===== src/rtl/song_reader_pkg.sv =====
// Shared definitions for the song reader: ROM entry layout, entry decode helper and FSM states.
package song_reader_pkg;

  localparam int ENTRY_AW_DEF   = 5;
  localparam int SONG_W_DEF     = 2;
  localparam int NUM_VOICES_DEF = 3;
  localparam int ROM_LATENCY    = 1;

  localparam int TYPE_BIT = 15;
  localparam int NOTE_HI  = 14;
  localparam int NOTE_LO  = 9;
  localparam int DUR_HI   = 8;
  localparam int DUR_LO   = 3;

  localparam logic TYPE_NOTE = 1'b0;
  localparam logic TYPE_WAIT = 1'b1;

  typedef enum logic [3:0] {
    ST_IDLE,
    ST_FETCH,
    ST_ROMWAIT,
    ST_DECODE,
    ST_VSTALL,
    ST_LOAD,
    ST_WAITBT,
    ST_ADVANCE,
    ST_DONE
  } state_e;

  typedef struct packed {
    logic       is_wait;
    logic       is_end;
    logic [5:0] note;
    logic [5:0] dur;
  } entry_t;

  // For WAIT entries the dur field carries the beat count.
  function automatic entry_t decode_entry(input logic [TYPE_BIT:DUR_LO] raw);
    entry_t e;
    e.is_wait = (raw[TYPE_BIT] == TYPE_WAIT);
    e.note    = raw[NOTE_HI:NOTE_LO];
    e.dur     = raw[DUR_HI:DUR_LO];
    e.is_end  = (raw[TYPE_BIT] == TYPE_NOTE) && (e.dur == 6'd0);
    return e;
  endfunction

endpackage


===== src/rtl/song_reader_if.sv =====
// Song ROM read port plus note-load port between the song reader (master) and ROM/note player (slave).
interface song_reader_if #(
  parameter int ADDR_W     = song_reader_pkg::SONG_W_DEF + song_reader_pkg::ENTRY_AW_DEF,
  parameter int NUM_VOICES = song_reader_pkg::NUM_VOICES_DEF
);
  logic [ADDR_W-1:0]     rom_addr;
  logic [15:0]           rom_data;
  logic [5:0]            note_to_load;
  logic [5:0]            duration;
  logic                  load_new_note;
  logic [NUM_VOICES-1:0] voice_free;

  modport master (
    output rom_addr, note_to_load, duration, load_new_note,
    input  rom_data, voice_free
  );

  modport slave (
    input  rom_addr, note_to_load, duration, load_new_note,
    output rom_data, voice_free
  );
endinterface


===== src/rtl/song_reader_beat_wait_counter.sv =====
// Beat down-counter for WAIT entries: load, decrement on beat while enabled, terminal-count flags.
module beat_wait_counter #(
  parameter int W = 6
) (
  input  logic         clk,
  input  logic         reset,
  input  logic         play,
  input  logic         en,
  input  logic         beat,
  input  logic         load,
  input  logic [W-1:0] load_val,
  output logic         zero,
  output logic         expire
);

  logic [W-1:0] cnt_q, cnt_d;
  logic         tick;

  assign tick = play & en & beat & (cnt_q != '0);

  always_comb begin
    cnt_d = cnt_q;
    if (play && load) begin
      cnt_d = load_val;
    end else if (tick) begin
      cnt_d = cnt_q - 1'b1;
    end
  end

  always_ff @(posedge clk) begin
    if (reset) begin
      cnt_q <= '0;
    end else begin
      cnt_q <= cnt_d;
    end
  end

  assign zero   = (cnt_q == '0);
  // The beat that takes the count to zero ends the wait in the same cycle.
  assign expire = tick & (cnt_q == W'(1));

endmodule


===== src/rtl/song_reader.sv =====
// Walks a song ROM and issues note loads to the 3-voice note player, with beat waits and voice stalls.
// Build option SONG_READER_LOOP_EN: END marker or index wrap restarts the song instead of stopping.
//
// state    | meaning
// IDLE     | stopped; latches song select when play rises
// FETCH    | present {song, entry_idx} to the ROM
// ROMWAIT  | ROM read latency
// DECODE   | register entry fields and branch on entry type
// VSTALL   | note pending, waiting for any free voice
// LOAD     | single-cycle load strobe to the note player
// WAITBT   | counting down the beats of a WAIT entry
// ADVANCE  | step to the next entry; wrap past the last entry ends the song
// DONE     | song finished, held until play falls
module song_reader
  import song_reader_pkg::*;
#(
  parameter int ENTRY_AW   = ENTRY_AW_DEF,
  parameter int SONG_W     = SONG_W_DEF,
  parameter int NUM_VOICES = NUM_VOICES_DEF
) (
  input  logic              clk,
  input  logic              reset,
  input  logic              play,
  input  logic [SONG_W-1:0] song,
  input  logic              beat,
  song_reader_if.master     bus,
  output logic              activate,
  output logic              song_done
);

  state_e                       state_q, state_d;
  logic [SONG_W-1:0]            song_q, song_d;
  logic [ENTRY_AW-1:0]          entry_idx_q, entry_idx_d;
  logic [SONG_W+ENTRY_AW-1:0]   rom_addr_q, rom_addr_d;
  logic [5:0]                   note_q, note_d;
  logic [5:0]                   dur_q, dur_d;
  logic                         song_done_q, song_done_d;

  entry_t ent;
  logic   end_hit;
  logic   wait_load;
  logic   wait_zero;
  logic   wait_expire;
  logic   unused_rsvd;

  assign ent         = decode_entry(bus.rom_data[TYPE_BIT:DUR_LO]);
  assign unused_rsvd = ^bus.rom_data[DUR_LO-1:0];

  beat_wait_counter #(.W(6)) u_wait (
    .clk      (clk),
    .reset    (reset),
    .play     (play),
    .en       (state_q == ST_WAITBT),
    .beat     (beat),
    .load     (wait_load),
    .load_val (ent.dur),
    .zero     (wait_zero),
    .expire   (wait_expire)
  );

  always_comb begin
    state_d     = state_q;
    song_d      = song_q;
    entry_idx_d = entry_idx_q;
    rom_addr_d  = rom_addr_q;
    note_d      = note_q;
    dur_d       = dur_q;
    song_done_d = 1'b0;
    end_hit     = 1'b0;
    wait_load   = 1'b0;

    // Everything is frozen while paused, except that DONE releases on play falling.
    if (play) begin
      case (state_q)
        ST_IDLE: begin
          song_d      = song;
          entry_idx_d = '0;
          state_d     = ST_FETCH;
        end
        ST_FETCH: begin
          rom_addr_d = {song_q, entry_idx_q};
          state_d    = ST_ROMWAIT;
        end
        ST_ROMWAIT: state_d = ST_DECODE;
        ST_DECODE: begin
          if (ent.is_end) begin
            end_hit = 1'b1;
          end else if (ent.is_wait) begin
            if (ent.dur == 6'd0) begin
              state_d = ST_ADVANCE;
            end else begin
              wait_load = 1'b1;
              state_d   = ST_WAITBT;
            end
          end else begin
            note_d  = ent.note;
            dur_d   = ent.dur;
            state_d = (|bus.voice_free) ? ST_LOAD : ST_VSTALL;
          end
        end
        ST_VSTALL: begin
          if (|bus.voice_free) state_d = ST_LOAD;
        end
        ST_LOAD: state_d = ST_ADVANCE;
        ST_WAITBT: begin
          if (wait_expire || wait_zero) state_d = ST_ADVANCE;
        end
        ST_ADVANCE: begin
          if (&entry_idx_q) begin
            end_hit = 1'b1;
          end else begin
            entry_idx_d = entry_idx_q + 1'b1;
            state_d     = ST_FETCH;
          end
        end
        ST_DONE: state_d = ST_DONE;
        default: state_d = ST_IDLE;
      endcase

      if (end_hit) begin
        song_done_d = 1'b1;
`ifdef SONG_READER_LOOP_EN
        entry_idx_d = '0;
        state_d     = ST_FETCH;
`else
        state_d     = ST_DONE;
`endif
      end
    end else if (state_q == ST_DONE) begin
      state_d = ST_IDLE;
    end
  end

  always_ff @(posedge clk) begin
    if (reset) begin
      state_q     <= ST_IDLE;
      song_q      <= '0;
      entry_idx_q <= '0;
      rom_addr_q  <= '0;
      note_q      <= '0;
      dur_q       <= '0;
      song_done_q <= 1'b0;
    end else begin
      state_q     <= state_d;
      song_q      <= song_d;
      entry_idx_q <= entry_idx_d;
      rom_addr_q  <= rom_addr_d;
      note_q      <= note_d;
      dur_q       <= dur_d;
      song_done_q <= song_done_d;
    end
  end

  assign bus.rom_addr      = rom_addr_q;
  assign bus.note_to_load  = note_q;
  assign bus.duration      = dur_q;
  // Gated so a pause or a reset landing on LOAD never produces a strobe.
  assign bus.load_new_note = (state_q == ST_LOAD) & play & ~reset;
  assign activate          = (state_q != ST_IDLE) && (state_q != ST_DONE);
  assign song_done         = song_done_q;

endmodule

===== src/flat_wrapper.sv =====
// flat-port wrapper written by rule: the top's interface ports become plain ports
module song_reader_flat import song_reader_pkg::*;
#(
  parameter int ENTRY_AW   = ENTRY_AW_DEF,
  parameter int SONG_W     = SONG_W_DEF,
  parameter int NUM_VOICES = NUM_VOICES_DEF
)
  (clk, reset, play, song, beat, activate, song_done, bus_rom_addr, bus_note_to_load, bus_duration, bus_load_new_note, bus_rom_data, bus_voice_free);
  song_reader_if #(.NUM_VOICES(NUM_VOICES)) bus_i ();
  input  logic clk;
  input  logic reset;
  input  logic play;
  input  logic [SONG_W-1:0] song;
  input  logic beat;
  output logic activate;
  output logic song_done;
  output wire logic [$bits(bus_i.rom_addr)-1:0] bus_rom_addr;
  output wire logic [$bits(bus_i.note_to_load)-1:0] bus_note_to_load;
  output wire logic [$bits(bus_i.duration)-1:0] bus_duration;
  output wire logic [$bits(bus_i.load_new_note)-1:0] bus_load_new_note;
  input wire logic [$bits(bus_i.rom_data)-1:0] bus_rom_data;
  input wire logic [$bits(bus_i.voice_free)-1:0] bus_voice_free;
  assign bus_rom_addr = bus_i.rom_addr;
  assign bus_note_to_load = bus_i.note_to_load;
  assign bus_duration = bus_i.duration;
  assign bus_load_new_note = bus_i.load_new_note;
  assign bus_i.rom_data = bus_rom_data;
  assign bus_i.voice_free = bus_voice_free;
  song_reader #(.ENTRY_AW(ENTRY_AW), .SONG_W(SONG_W), .NUM_VOICES(NUM_VOICES)) u_core (.clk(clk), .reset(reset), .play(play), .song(song), .beat(beat), .bus(bus_i), .activate(activate), .song_done(song_done));
endmodule

===== config.mk =====
export PLATFORM = sky130hd
export DESIGN_NAME = song_reader_flat
export DESIGN_NICKNAME = d
export VERILOG_FILES = /design/src/rtl/song_reader_pkg.sv /design/src/rtl/song_reader_if.sv /design/src/rtl/song_reader_beat_wait_counter.sv /design/src/rtl/song_reader.sv /design/src/flat_wrapper.sv
export SDC_FILE = /design/constraint.sdc
export NUM_CORES = 1
export LEC_CHECK = 0
export BUFFER_PORTS_ARGS = -buffer_cell sky130_fd_sc_hd__buf_2
export CAP_MARGIN = 15
export CORE_MARGIN = 3
export CORE_UTILIZATION = 40
export DETAILED_ROUTE_END_ITERATION = 8
export GPL_ROUTABILITY_DRIVEN = 0
export PLACE_DENSITY = 0.75
export SLEW_MARGIN = 20
export SYNTH_ARGS = -nofsm -noshare
export SYNTH_HDL_FRONTEND = slang
export SYNTH_SLANG_ARGS = --single-unit

===== constraint.sdc =====
create_clock -name clk -period 2.18 [get_ports clk]
set_input_delay 0.327 -clock clk [delete_from_list [all_inputs] [get_ports clk]]
set_output_delay 0.327 -clock clk [all_outputs]
set_load 0.01 [all_outputs]

# Word-level counts from Yosys, hierarchy flattened
# Cells that the tools add are included.
# Widths: inputs -> output; s select.
dict set report totals {
  ff_bits 37
  in_bits 25
}
dict set report classes {
  n_mux 25
  reduce_logical 20
  addsub 2
  bitwise 10
  n_eq_ne 15
}
# op n
set op_table {}
lappend op_table {{$pmux 4 s9} 1}
lappend op_table {{$mux 4} 8}
lappend op_table {{$eq 4x3->1 const B} 4}
lappend op_table {{$logic_not 6->1} 2}
lappend op_table {{$mux 6} 2}
lappend op_table {{$ne 4x4->1 const B} 3}
lappend op_table {{$mux 1} 11}
lappend op_table {{$pmux 5 s2} 1}
lappend op_table {{$reduce_and 5->1} 2}
lappend op_table {{$eq 4x2->1 const B} 2}
lappend op_table {{$ne 4x2->1 const B} 2}
lappend op_table {{$and 1x1->1} 6}
lappend op_table {{$eq 6x1->1 const B} 1}
lappend op_table {{$reduce_bool 2->1} 3}
lappend op_table {{$reduce_bool 6->1} 1}
lappend op_table {{$sub 6x1->6 const B} 1}
lappend op_table {{$add 5x1->5 const B} 1}
lappend op_table {{$mux 5} 1}
lappend op_table {{$eq 4x1->1 const B} 1}
lappend op_table {{$eq 4x4->1 const B} 1}
lappend op_table {{$logic_not 4->1} 1}
lappend op_table {{$not 1->1} 4}
lappend op_table {{$reduce_and 2->1} 2}
lappend op_table {{$reduce_and 4->1} 1}
lappend op_table {{8 further kinds} 10}

# Longest topological paths before layout
dict set report depth {
  depth_word 10
  mapped_depth 7
  ltp_nobuf 7
}

# Modules after synthesis
# From an unflattened synthesis, not the netlist that was laid out.
dict set report hier_totals {
  hier_cells 210
  hier_area_um2 1923.1
}
# mod cells_per_inst instances seq_area_each_um2 area_per_inst_um2
set by_module_without_submodules {}
lappend by_module_without_submodules {song_reader 165 1 620.6 1497.7}
lappend by_module_without_submodules {beat_wait_counter 45 1 120.1 425.4}

# Least setup slack after synthesis
# OpenSTA, ideal clock, no wires.
dict set report synth_path {
  kind {flip-flop to flip-flop}
  start {register u_core.entry_idx_q[0]}
  end {register u_core.entry_idx_q[0]}
  stages_incl_launch_ff 8
  n_path_buf 0
  setup_slack_ns 0.333
  arrival_time_ns 1.782
  period_less_slack_ns 1.847
  cell_sequence {dfxtp_1 -> ha_1 -> and3_1 -> ha_1 -> nand4b_1 -> a21oi_1 -> mux2_1 -> nor2_1}
}
dict set report synth_between {
  elab_chain_cells 3
}
# item line
set synth_rtl {}
lappend synth_rtl {{start, declared} song_reader.sv:33} ;# logic [ENTRY_AW-1:0] entry_idx_q, entry_idx_d;
lappend synth_rtl {{start signal, assigned} song_reader.sv:146} ;# entry_idx_q <= entry_idx_d;
lappend synth_rtl {{$add 5x1->5 or $reduce_and 5->1 (tied branches)} {song_reader.sv:112, song_reader.sv:109}}
lappend synth_rtl {{$mux 5 or $ne 2x2->1 (tied branches)} --}
lappend synth_rtl {{$pmux 5 s2 or $reduce_and 3->1 (tied branches)} --}
# Several ways; a longest one is shown, not always the timed one. The select of a mux whose other input is x is not followed.
# A chain may end at the register's enable or synchronous reset.

# Final worst setup path
# Ends and elaborated chain as after synthesis.

==> impl_metrics.yaml <==
synthesis:
  synthArstFlopShare_pct: 0
  synth_area_leaders: "dfxtp_1, mux2i_1, nor2_1"
  yosysSeqAreaShare_pct: 39.1
  netlist_area_um2: 1890
  synth_nets: 246
  synthTopCellsByCount: "dfxtp_1, nor2_1, mux2i_1"
  synth_warnings: 0
  synth_top_area_share_pct: 39.1
  avgSynthCellArea_um2: 8.76
  ys.flop_type: "dfxtp_1"
  syn-instance-count: 216
  ys_seq_elements: 37
  synth_most_common_cell: "dfxtp_1"
  synth_cell_types: 49
  synth_top_area_cell: "dfxtp_1"
  synth_edf_count: 0
placement:
  port_buffers: 43
  dpl.hpwl_mm: 3.10
  placed_area_um2: 2140
die:
  chipWidth_um: 74.8
  rows: 24
  ios: 47
  die_height_um: 74.8
  die_area_um2: 5590
  initial_utilization_pct: 42.3
  core_area_um2: 4470
grt:
  grt_overflow: 0
  grt_max_degree: 27
  grt_pass1_vias: 1521
  grt_pass1_wl_mm: 6.87
  groute.usage.overall_pct: 15.6
  antenna_found_initial: 0
layout:
  stdcell_area_um2: 2260
  layout.nets: 286
  drive_gt1_share_pct: 23.3
  diodes: 0
  area_growth_pct: 19.4
setup_path:
  arrival_ns: 2.24
  reg2reg_depth: 7
  worstPathMaxFanout: 4
  start_kind: "flop"
  worst_setup_path_end_kind: "flop"
  path_class: "flop to flop"
  worst_ep_required_time_ns: 2.41
route:
  wl_met2_mm: 2.11
  dr.pass1.iters: 4
  post_drt_via_cell_ratio: 5.46
  dr_wl_met3_um: 180
  drt_iter0_markers: 70
  drtAntennaViolNets: 0
  maxUsedRoutingLayer: "met4"
  drt-wirelength-per-cell_um: 13.8
  drc: 0
  wl_met1_mm: 1.94
  num_vias: 1688
  drt-total-wl_mm: 4.27
sta:
  min_period_ns: 2.01
  fmax_mhz: 497
  rsz0062_at_grt: "false"
  clock_skew_ns: 0.00697
  finalSetupViolCount: 0
  tns_ns: 0
  slew_violations: 0
  tightest_slew_ns: 0.535
  period_share_pct: 92.2
  finalHoldViolCount: 0
  maxSlewHeadroom_pct: 64.3
clock_network:
  numCtsBuffers: 5
  cts_root_buf: "clkbuf_8"
  holdBufCountCts: 0
  cts.repair.resized: 0
  cts_setup_buffers: 0
  cts_buffer_depth: 2
  cts_tree: "yes"
  htree_levels: 2
  clk-insertion-delay-late_ns: 0.29
  cts_sinks: 37
  clk_transition_reported_paths_ns: 0.08
worst_hold_path:
  hp-class: "input pin to flop"
  hold_depth: 3
power:
  p_per_area_nw_per_um2: 635
  leakagePower_nw: 0.942
  ir_worst_vdd_mv: 0.351
outcome:
  status: "completed"
flow_run:
  cap_violations: 0
[cell usage in the layout, fill, tap and decap left out, types with 3 or more instances in the layout]
| cell | n |
|---|---|
| o22ai_1 | 3 |
| clkbuf_8 | 6 |
| o21ai_1 | 3 |
| a31oi_1 | 3 |
| nor4_1 | 5 |
| or4_1 | 3 |
| nand2_1 | 10 |
| a211oi_1 | 3 |
| nor2_1 | 29 |
| buf_4 | 3 |
| and2_1 | 3 |
| inv_1 | 6 |
| dfxtp_1 | 37 |
| nand3b_1 | 3 |
| mux2i_1 | 19 |
| nand2b_1 | 8 |
| nor3_1 | 8 |
| a22oi_1 | 3 |
| a21oi_1 | 13 |
| buf_2 | 43 |
| nand3_1 | 4 |
| ha_1 | 5 |
| o21ai_0 | 4 |
[worst paths after layout]
kind | startpoint | endpoint | slack (ns)
worst min-delay path | bus_rom_data[12] | u_core.bus.note_to_load[3]$_SDFFE_PP0P_ | 0.27
worst max-delay path | u_core.entry_idx_q[0]$_SDFFE_PP0P_ | u_core.entry_idx_q[0]$_SDFFE_PP0P_ | 0.17
worst min register to register | u_core.bus.duration[3]$_SDFFE_PP0P_ | u_core.bus.duration[3]$_SDFFE_PP0P_ | 0.48
worst max register to register | u_core.entry_idx_q[0]$_SDFFE_PP0P_ | u_core.entry_idx_q[0]$_SDFFE_PP0P_ | 0.17
[final cells by class]
cell class                 count  area [µm²]
fill                         415        2210
multi-input combinational    159        1070
sequential                    37         741
timing repair buffer          46         238
clock buffer                   6        82.6
tap                           52        65.1
clock inverter                 2        37.5
inverter                       7        26.3
[per-stage QoR]
stage,utilization (%),setup WS [ns],power (W),instances,hold WS (ns)
2_1_floorplan,-,0.333,0.000787,216,0.453
3_3_place_gp,47.8,0.215,0.000830,301,0.461
3_5_place_dp,47.8,0.188,0.000832,301,0.469
4_1_cts,50.5,0.165,0.00145,309,0.265
5_1_grt,50.5,0.0258,0.00149,309,0.263
6_report,50.5,0.169,0.00143,309,0.271
[metal layers]
layer	global-route usage [%]	vias to the layer above
met5	0	-
met4	3.56	0
met3	3.60	5
met2	26.5	32
met1	20.2	791
li1	-	860
[sequential cells by signal, indices dropped and copies added (netlist names)]
signal,count
u_core.song_done,1
u_core.entry_idx_q,5
u_core.state_q,4
u_core.bus.rom_addr,7
u_core.bus.note_to_load,6
u_core.u_wait.cnt_q,6
u_core.bus.duration,6
u_core.song_q,2
[report_power, final]
part           internal, W  switching (W)  total, W
registers         0.000683      0.0000123  0.000695
clock network     0.000372       0.000246  0.000618
logic            0.0000492      0.0000720  0.000121
[critical path, stage by stage, from the launching register on]
cell      delay, ns
dfxtp_1        0.34
ha_1           0.22
and3_1         0.18
ha_1           0.18
nand4b_1       0.21
a21oi_1        0.36
mux2_1         0.36
nor2_1         0.08
[cell families after synthesis]
logic type	share of synthesized area [%]
xor+xnor	0.925
simple gates	26.0
flops	39.1
mux	10.6
buf+inv	5.02
compound gates	14.9
fa+ha+maj	3.30
Note: power is estimated with default switching activity, not from simulation.
